**config.mk**
```make
export PLATFORM = sky130hd
export DESIGN_NAME = seq_match_reporter
export DESIGN_NICKNAME = d
export VERILOG_FILES = /design/src/rtl/seq_match_reporter.sv
export SDC_FILE = /design/constraint.sdc
export NUM_CORES = 1
export LEC_CHECK = 0
export CAP_MARGIN = 20
export CORE_MARGIN = 2
export CORE_UTILIZATION = 50
export DETAILED_ROUTE_END_ITERATION = 8
export HOLD_SLACK_MARGIN = 0.03
export PLACE_DENSITY = 0.72
export SYNTH_ARGS = -nofsm -noshare
export SYNTH_HDL_FRONTEND = slang
export SYNTH_SLANG_ARGS = --single-unit
```
**constraint.sdc**
```tcl
create_clock -name clk -period 3 [get_ports clk]
set_clock_uncertainty 0.1 [all_clocks]
set_input_delay 0.6 -clock clk [delete_from_list [all_inputs] [get_ports clk]]
set_output_delay 0.6 -clock clk [all_outputs]
set_load 0.01 [all_outputs]
```
**src/rtl/seq_match_reporter.sv**
```systemverilog
// Records the bit position of every detector match in a small show-ahead FIFO,
// presented on valid/ready, with a saturating match counter and sticky overflow flag.
module seq_match_reporter #(
  parameter int unsigned POS_W = 8,
  parameter int unsigned DEPTH = 4,
  parameter int unsigned CNT_W = 8
) (
  input  logic                     clk,
  input  logic                     rst,
  input  logic                     en,
  input  logic                     z,
  input  logic                     clr,
  output logic                     out_valid,
  input  logic                     out_ready,
  output logic [POS_W-1:0]         out_pos,
  output logic [CNT_W-1:0]         match_cnt,
  output logic                     overflow,
  output logic [$clog2(DEPTH):0]   fifo_level
);

  localparam int unsigned AW = $clog2(DEPTH);
  localparam logic [AW:0] LvlFull = DEPTH[AW:0];
  localparam logic [CNT_W-1:0] CntMax = '1;

  logic [POS_W-1:0] r_pos;
  logic [AW-1:0]    r_wptr;
  logic [AW-1:0]    r_rptr;
  logic [AW:0]      r_level;
  logic [AW:0]      w_level_d;
  logic [CNT_W-1:0] r_cnt;
  logic             r_ovf;
  logic [POS_W-1:0] r_mem [DEPTH];

  logic w_event;
  logic w_full;
  logic w_pop;
  logic w_push;
  logic w_drop;

  assign w_event = en & z;
  assign w_full  = (r_level == LvlFull);
  assign w_pop   = out_valid & out_ready & ~clr;
  // A full FIFO still accepts a record when the head leaves on the same edge.
  assign w_push  = w_event & ~clr & (~w_full | w_pop);
  assign w_drop  = w_event & ~clr & w_full & ~w_pop;

  always_comb begin
    w_level_d = r_level;
    unique case ({w_push, w_pop})
      2'b10:   w_level_d = r_level + 1'b1;
      2'b01:   w_level_d = r_level - 1'b1;
      default: w_level_d = r_level;
    endcase
  end

  always_ff @(posedge clk or posedge rst) begin
    if (rst) begin
      r_pos   <= '0;
      r_wptr  <= '0;
      r_rptr  <= '0;
      r_level <= '0;
      r_cnt   <= '0;
      r_ovf   <= 1'b0;
    end else if (clr) begin
      r_pos   <= '0;
      r_wptr  <= '0;
      r_rptr  <= '0;
      r_level <= '0;
      r_cnt   <= '0;
      r_ovf   <= 1'b0;
    end else begin
      if (en) begin
        r_pos <= r_pos + 1'b1;
      end
      if (w_push) begin
        r_wptr <= r_wptr + 1'b1;
      end
      if (w_pop) begin
        r_rptr <= r_rptr + 1'b1;
      end
      r_level <= w_level_d;
      // Dropped records still count as matches.
      if (w_event && (r_cnt != CntMax)) begin
        r_cnt <= r_cnt + 1'b1;
      end
      if (w_drop) begin
        r_ovf <= 1'b1;
      end
    end
  end

  // Storage needs no reset: the head is masked whenever the FIFO is empty.
  always_ff @(posedge clk) begin
    if (w_push) begin
      r_mem[r_wptr] <= r_pos;
    end
  end

  assign out_valid  = (r_level != '0);
  assign out_pos    = out_valid ? r_mem[r_rptr] : '0;
  assign match_cnt  = r_cnt;
  assign overflow   = r_ovf;
  assign fifo_level = r_level;

endmodule

```
; ---- Word-level counts from Yosys, hierarchy flattened
; Memory sizes are Yosys's and may differ from the RTL's.
; Index checks and enable logic that the tools add are counted.
[word_totals]
regBits = 24
mem_bits_rw = 32
in_bits = 6
output_inout_bits = 21
mem_count = 1
[mem_list]
columns = name, depth, width, rd, rd_clocked_by_memory_dff, write_ports, line
row1 = r_mem, 4, 8, 1, 0, 1, 32  ; logic [POS_W-1:0] r_mem [DEPTH];
[op_classes]
addsub = 6
n_eq_ne = 4
n_mux = 15
n_bitwise = 11
n_reduce_logical = 8
[op_table]
columns = cell, count
row1 = $mux W8, 5
row2 = $add A8 B1 Y8 const B, 2
row3 = $reduce_bool A2 Y1, 5
row4 = $mux W2, 4
row5 = $ne A8 B8 Y1 const B, 1
row6 = $and A1 B1 Y1, 7
row7 = $pmux W3 S2, 1
row8 = $reduce_bool A3 Y1, 2
row9 = $add A2 B1 Y2 const B, 2
row10 = $mux W1, 4
row11 = $add A3 B1 Y3 const B, 1
row12 = $eq A3 B3 Y1 const B, 1
row13 = $mux W3, 1
row14 = $not A1 Y1, 3
row15 = $sub A3 B1 Y3 const B, 1
row16 = $eq A2 B1 Y1 const B, 1
row17 = $eq A2 B2 Y1 const B, 1
row18 = $logic_and A1 B1 Y1, 1
row19 = $or A1 B1 Y1, 1

; ---- Depth between registers and ports, before layout
[logic_depth]
word_depth = 8
mapped_depth = 9
mapped_depth_nobuf = 8

; ---- Least setup slack after synthesis
; Ideal clock, no wire load.
[synth_timing]
kind = flip-flop to flip-flop
start = register r_level[2] (netlist: fifo_level[2])
end = register r_level[2] (netlist: fifo_level[2])
setup_time_ps = 137
arrival_time_ps = 1936
required_ps = 2763
setup_slack_ps = 827
path_stages_with_launch = 10
path_buffers = 1
synth_period_minus_slack_ps = 2173
path_cell_list = dfrtp_1 > or3_1 > buf_2 > nand2_1 > nor3_1 > fa_1 > nand3_1 > nor2_1 > o21bai_1 > a31oi_1
[synth_via]
elab_chain_len = 8
word_cells_on_any_way = 14
cone_classes = add/sub: 2 / eq/ne: 3 / mux: 2 / bitwise: 5 / reduce/logical: 2
[synth_rtl]
columns = element, line
row1 = from (decl), 28  ; logic [AW:0] r_level;
row2 = from (signal assigned), 81  ; r_level <= w_level_d;
row3 = $reduce_bool A3 Y1 *, 99  ; assign out_valid = (r_level != '0);
row4 = net out_valid, 13  ; output logic out_valid,
row5 = $and A1 B1 Y1 * (2 in series), 42  ; assign w_pop = out_valid & out_ready & ~clr;
row6 = $or A1 B1 Y1, 44  ; assign w_push = w_event & ~clr & (~w_full | w_pop);
row7 = $and A1 B1 Y1, 44
row8 = $eq A2 B1 Y1 or $eq A2 B2 Y1 (tied branches), 49  ; unique case ({w_push, w_pop})
row9 = $pmux W3 S2, 49
row10 = $mux W3, 64  ; end else if (clr) begin
; Mark *: on every way through the listed nets, which the timed path passes. The rest lies on a longest branch.
; A chain may end at the register's enable or synchronous reset.

; ---- Final worst setup path
[layout_timing]
start = register r_level[2] (netlist: fifo_level[2])
end = output out_pos[3]
[layout_via]
elab_chain_len = 2
[layout_rtl]
columns = element, line
row1 = $reduce_bool A3 Y1, 99
row2 = $mux W8, 100  ; assign out_pos = out_valid ? r_mem[r_rptr] : '0;
row3 = to (decl), 15  ; output logic [POS_W-1:0] out_pos,
; No other way between the ends.

==> results_dict.tcl <==
set metrics [dict create \
    setup_violations 0 \
    crit_path_end_kind "output pin" \
    dr_wl_met3_microns 160 \
    track_usage_pct 16.6 \
    synth-simple-area-share_pct 14.3 \
    wl_microns 4350 \
    worstPathRequired_ns 2.30 \
    cp_slowest_stage_delay_ns 0.57 \
    grt_max_degree 27 \
    rsz0062_at_grt "false" \
    cts_hold_buf 0 \
    cp_slowest_cell "or3_1" \
    initial_utilization_pct 51.2 \
    drc 0 \
    grt_pass1_wl_microns 7660 \
    share_comb_of_total_power_pct 15.7 \
    postCtsSetupBuffers 0 \
    cp_top_family "simple AND/OR/NAND/NOR gates" \
    synth_area_sq_um 2600 \
    synth_cell_types 42 \
    critical_path_class "reg2out" \
    hold_viol_final 0 \
    intPower_w 0.00122 \
    antennaDiodeCount 0 \
    ys_seq_elements 56 \
    fin_nets 236 \
    fin_setup_tns_ns 0 \
    cts_num_sinks 56 \
    grt_pass1_vias 1594 \
    synth_fp_nets 207 \
    die_h_microns 76.1 \
    synth_top_family_by_area "simple AND/OR/NAND/NOR gates" \
    vdd_drop_max_mv 0.295 \
    cp.arrival_ns 2.07 \
    drtPass1Iterations 4 \
    path_clk_slew_ns 0.09 \
    fill_cells 411 \
    p_seq_share_pct 53.8 \
    fp.dieW_microns 76.1 \
    path_max_fanout 11 \
    top_layer_used "met4" \
    htreeDepth 2 \
    maxSlewHeadroom_pct 69.7 \
    wl_per_cell_microns 14.8 \
    period_share_pct 92.3 \
    gp_congestion 0.738 \
    synth_xor_area_share_pct 4.34 \
    yosysSeqAreaShare_pct 60.1 \
    synthArstFlopShare_pct 42.9 \
    met2RoutedLength_microns 2110 \
    clk_latency_ns 0.31 \
    grt_antenna_before_repair 0 \
    core_area_sq_um 5070 \
    cts_tree "yes" \
    synth_fa_ha_area_share_pct 3.66 \
    switching_share_pct 23.5 \
    hp-class "reg2reg" \
    min_period_ns 2.77 \
    die_area_sq_um 5790 \
    power_density_nw_per_um2 525 \
    numPortBuffers 26 \
    cts_resized 0 \
    fmax_ghz 0.361 \
    numCtsBuffers 5 \
    io_pins 27 \
    wl_met1_microns 2010 \
    grt-ovfl-total 0 \
    total_power_w 0.00159 \
    synth_enable_flop_cells 32 \
    maxSlewViolCount 0 \
    ant_nets 0 \
    place_hpwl_microns 3000 \
    drive_gt1_share_pct 11.6 \
    worst_slew_pin_slew_ns 0.450 \
    vias 1575 \
    drt-initial-drc-count 80 \
    vias_per_cell 5.36 \
    synthCells 194 \
    outcome "finished, final reports clean" \
    synth_compound_area_share_pct 5.83 \
    clk_path_buf_depth 2 \
    clkPwrFrac_pct 30.5 \
    cp.buffers_inverters 1 \
    power_leakage_nw 1.15 \
    syn_to_final_growth_pct 16.7 \
    drv_cap 0 \
    ys.flop_type "edfxtp_1" \
    critPathLaunchType "flip-flop" \
    path_cells "or3_1 > and2_1 > clkdlybuf4s50_1" \
    ys_warn_count 0 \
    switchingPower_w 0.000374 \
    cts_root_buf "clkbuf_8" \
    synthMuxAreaShare_pct 8.67 \
    syn_area_per_cell_sq_um 13.4 \
    rows 26 \
]
## metal layers
metal | GRT usage [%] | up-vias
met1 | 21.9 | 766
li1 | - | 765
met5 | 0 | -
met2 | 27.7 | 37
met3 | 3.67 | 7
met4 | 5.27 | 0
## area by class of cell
type,instances,area [sq um],share of cell area [%]
inverter,5,18.8,0.619
multi-input combinational,124,955,31.5
clock inverter,2,38.8,1.28
tap,70,87.6,2.89
timing repair buffer,31,298,9.82
clock buffer,6,72.6,2.39
sequential,56,1560,51.5
## synth_stat cells, types with 2 or more instances
master,n,share of area (%)
edfxtp_1,32,37
dfrtp_1,24,23
nor2_1,20,2.9
nand2_1,10,1.4
and2_1,8,1.9
mux4_2,8,6.9
xor2_1,7,2.4
a21oi_1,6,1.2
and3_1,6,1.4
ha_1,6,2.9
nor3_1,6,1.2
inv_1,5,0.72
nand3_1,5,0.96
nand4_1,5,1.2
o21ai_0,5,0.96
buf_2,4,0.77
or3_1,4,0.96
xnor2_1,4,1.3
mux2i_1,3,1.2
a31oi_1,2,0.48
buf_1,2,0.29
nor2b_1,2,0.48
## sequential cells by signal, summed over array words and instances (netlist names)
| signal | flops |
|---|---|
| r_rptr | 2 |
| match_cnt | 8 |
| r_wptr | 2 |
| r_mem | 32 |
| fifo_level | 3 |
| r_pos | 8 |
| overflow | 1 |
## logic make-up (layout without fill, tap and decap cells)
group,after synthesis,in the layout
flops,56,56
buf+inv,14,44
fa+ha+maj,7,7
xor+xnor,12,12
simple gates,72,72
mux,12,12
compound gates,21,21
## cells in the final DEF (no fill, tap or decap), types with 5 or more instances in the layout
cell type,count
buf_4,5
a21oi_1,6
nor3_1,6
nand2_1,10
nand4_1,5
clkdlybuf4s50_1,26
and2_1,8
nor2_1,20
dfrtp_1,24
ha_1,6
mux4_2,8
inv_1,5
nand3_1,5
and3_1,6
xor2_1,7
clkbuf_8,5
edfxtp_1,32
o21ai_0,5
## worst register-to-register path, cell delays in order, from the launching register on
cell and delay, ns:
dfrtp_1 0.51, or3_1 0.57, nand2_1 0.17, nor3_1 0.07, fa_1 0.42, nand3_1 0.12
nor2_1 0.05, o21bai_1 0.17, a31oi_1 0.09
## stage by stage
step | util [%] | std cells | setup slack [ns] | hold WS [ns] | area, sq um
2_1_floorplan | - | 194 | 0.827 | 0.384 | 2600
3_3_place_gp | 57.5 | 286 | 0.416 | 0.413 | 2920
3_5_place_dp | 57.5 | 286 | 0.374 | 0.427 | 2920
4_1_cts | 59.7 | 294 | 0.215 | 0.449 | 3030
5_1_grt | 59.7 | 294 | 0.122 | 0.475 | 3030
6_report | 59.7 | 294 | 0.232 | 0.444 | 3030
## path summary, 6_finish.rpt
path / start / to / slack, ns / cells after the start
hold / removal: overflow / overflow / 0.44 / 2
min in group asynchronous: rst / r_pos[0] / 0.53 / 3
hold reg to reg: overflow / overflow / 0.44 / 2
setup / recovery: fifo_level[2] / out_pos[3] / 0.23 / 3
max in group asynchronous: rst / fifo_level[2] / 2.02 / 3
setup reg to reg: fifo_level[2] / fifo_level[2] / 0.61 / 8
## power by group through the flow
| stage | clock, W | combinational (W) | sequential, W |
|---|---|---|---|
| floorplan | 0 | 0.000158 | 0.000868 |
| CTS | 0.000495 | 0.000255 | 0.000857 |
| global route | 0.000521 | 0.000276 | 0.000861 |
| global placement | 0 | 0.000252 | 0.000873 |
| detailed placement | 0 | 0.000254 | 0.000873 |
| finish | 0.000486 | 0.000250 | 0.000856 |
Note: power is estimated with default switching activity, not from simulation.
==> RTL edit: new RTL, same flow settings <==
The parameter `DEPTH` goes from 4 to 8.
--- a/src/rtl/seq_match_reporter.sv
+++ b/src/rtl/seq_match_reporter.sv
@@ -4,3 +4,3 @@
   parameter int unsigned POS_W = 8,
-  parameter int unsigned DEPTH = 4,
+  parameter int unsigned DEPTH = 8,
   parameter int unsigned CNT_W = 8
Ports: changed (resized fifo_level); port bits go from 27 to 28. The function was not compared with the original's and may differ.
==> RTL edit against the unedited design <==
  * Utilization is 0.14 points higher
  * Largest power group unchanged
  * Count of clock-buffer cells in the layout is 6 higher
  * Critical path type unchanged
  * Power is 94% higher
  * Setup slack worse by 0.069 ns
  * Routed wire length is 60% higher
  * Final area is 52% higher
  * Sequential cell count is 35 higher
  * Area after synthesis is 51% higher
==> RTL edit: results (changes against the unedited design) <==
length in cells of the worst reg-to-reg path 7 (-1); vias in the first global route 2,214 (+39%); met1 Resource Use GR 0.243 (+0.0240); PwrDens 670 mW/mm^2 (+28%); worst vdd ir 0.302 mV (+2.3%); register area share after synthesis 0.661 (+0.0594); Fin Hold WS 0.426 ns (-0.0184 ns); vias per std cell 5.48 (+2.3%); first-pass GRT wire length 11.5 mm (+50%); Routed WL 6.96 mm (+60%); Clock Tree Buf Depth 2 (unchanged); Tmin final 2.84 ns (+0.0692 ns); Synth async-reset ratio 0.297 (-0.132); Clock Latency Late Sink 0.35 ns (+0.04 ns); Synth Area in Adders 0.0191 (-0.0175); Critical Path Sink out_pos[4]; clk pwr 0.800 mW (+65%); nets@finish 312 (+32%); DRT iter0 DRCs 138 (+73%); Tot GR Track Use 0.180 (+0.0140); xor/xnor share of the synthesized area 0.0401 (-0.00326); layout cells sized above 1 0.193 (+0.0774); htree depth 3 (+1); routed len/inst 17.1 um (+16%); hold path depth 2 (unchanged); met3 usage in global routing 0.0317 (-0.00500); top cells by count, synth 64 x edfxtp_1, 40 x nor2_1, 27 x dfrtp_1; Netlist cell types 40 (-4.8%); drt first pass iters 5 (+1); # port buffers 27 (+3.8%); Leak 1.72 nW (+50%); synth top area cells edfxtp_1 49%, dfrtp_1 17%, mux4_2 9.2%; P_seq 1.46 mW (+71%); worst-path fanout max 18 (+7); Reg2Reg Setup Slack 0.57 ns (-0.04 ns); largest net degree at the start of global routing 32 (+19%); FF-to-FF Start fifo_level[0]$_DFFE_PP0P_; Post-Place Setup Slack 0.114 ns (-0.260 ns); Mapped Nets 267 (+29%); M2 GR Usage 0.286 (+0.00971); hpwl dp 4.52 mm (+51%); Worst-Margin Slew 0.548 ns (+0.0979 ns); Largest register FFs 64 (+100%); GPL Wtd Cong 0.780 (+5.8%); mux contribution to synthesized area 0.130 (+0.0434); Post-synth EDFFs 64 (+100%); area fraction in compound gates after synthesis 0.0325 (-0.0258); Data arrival, critical path 2.14 ns (+0.07 ns); r2r endpoint fifo_level[3]$_DFFE_PP0P_; CTS Buf Count 9 (+4); CP startpoint r_rptr[0]$_DFFE_PP0P_; status completed; sw power 0.881 mW (+140%)
==> RTL edit: cell type report <==
cell class,instances,area (um^2)
inverters,4,15.0
clock inverters,4,33.8
well taps,102,128
clock buffers,12,165
flip-flops and latches,91,2600
repair buffers,45,418
fillers,601,3080
multi-input cells,149,1250
==> RTL edit: routing by layer <==
layer | up-vias | routed length, um
li1 | 1039 | -
met1 | 1133 | 3180
met2 | 47 | 3400
met3 | 12 | 257
met4 | 0 | 127
met5 | - | 0
==> RTL edit: critical path, cell delays in order, from the launching register on <==
cell,delay [ns]
dfrtp_1,0.38
buf_12,0.20
mux4_2,0.54
mux2i_1,0.14
nor2_1,0.05
clkdlybuf4s50_1,0.47
==> RTL edit: cells by family after synthesis <==
group / after synthesis
adder cells (fa/ha/maj): 6
multiplexers: 31
AND/OR/NAND/NOR: 78
flip-flops: 91
XOR/XNOR: 18
buffers and inverters: 15
AO/OA/AOI/OAI: 16
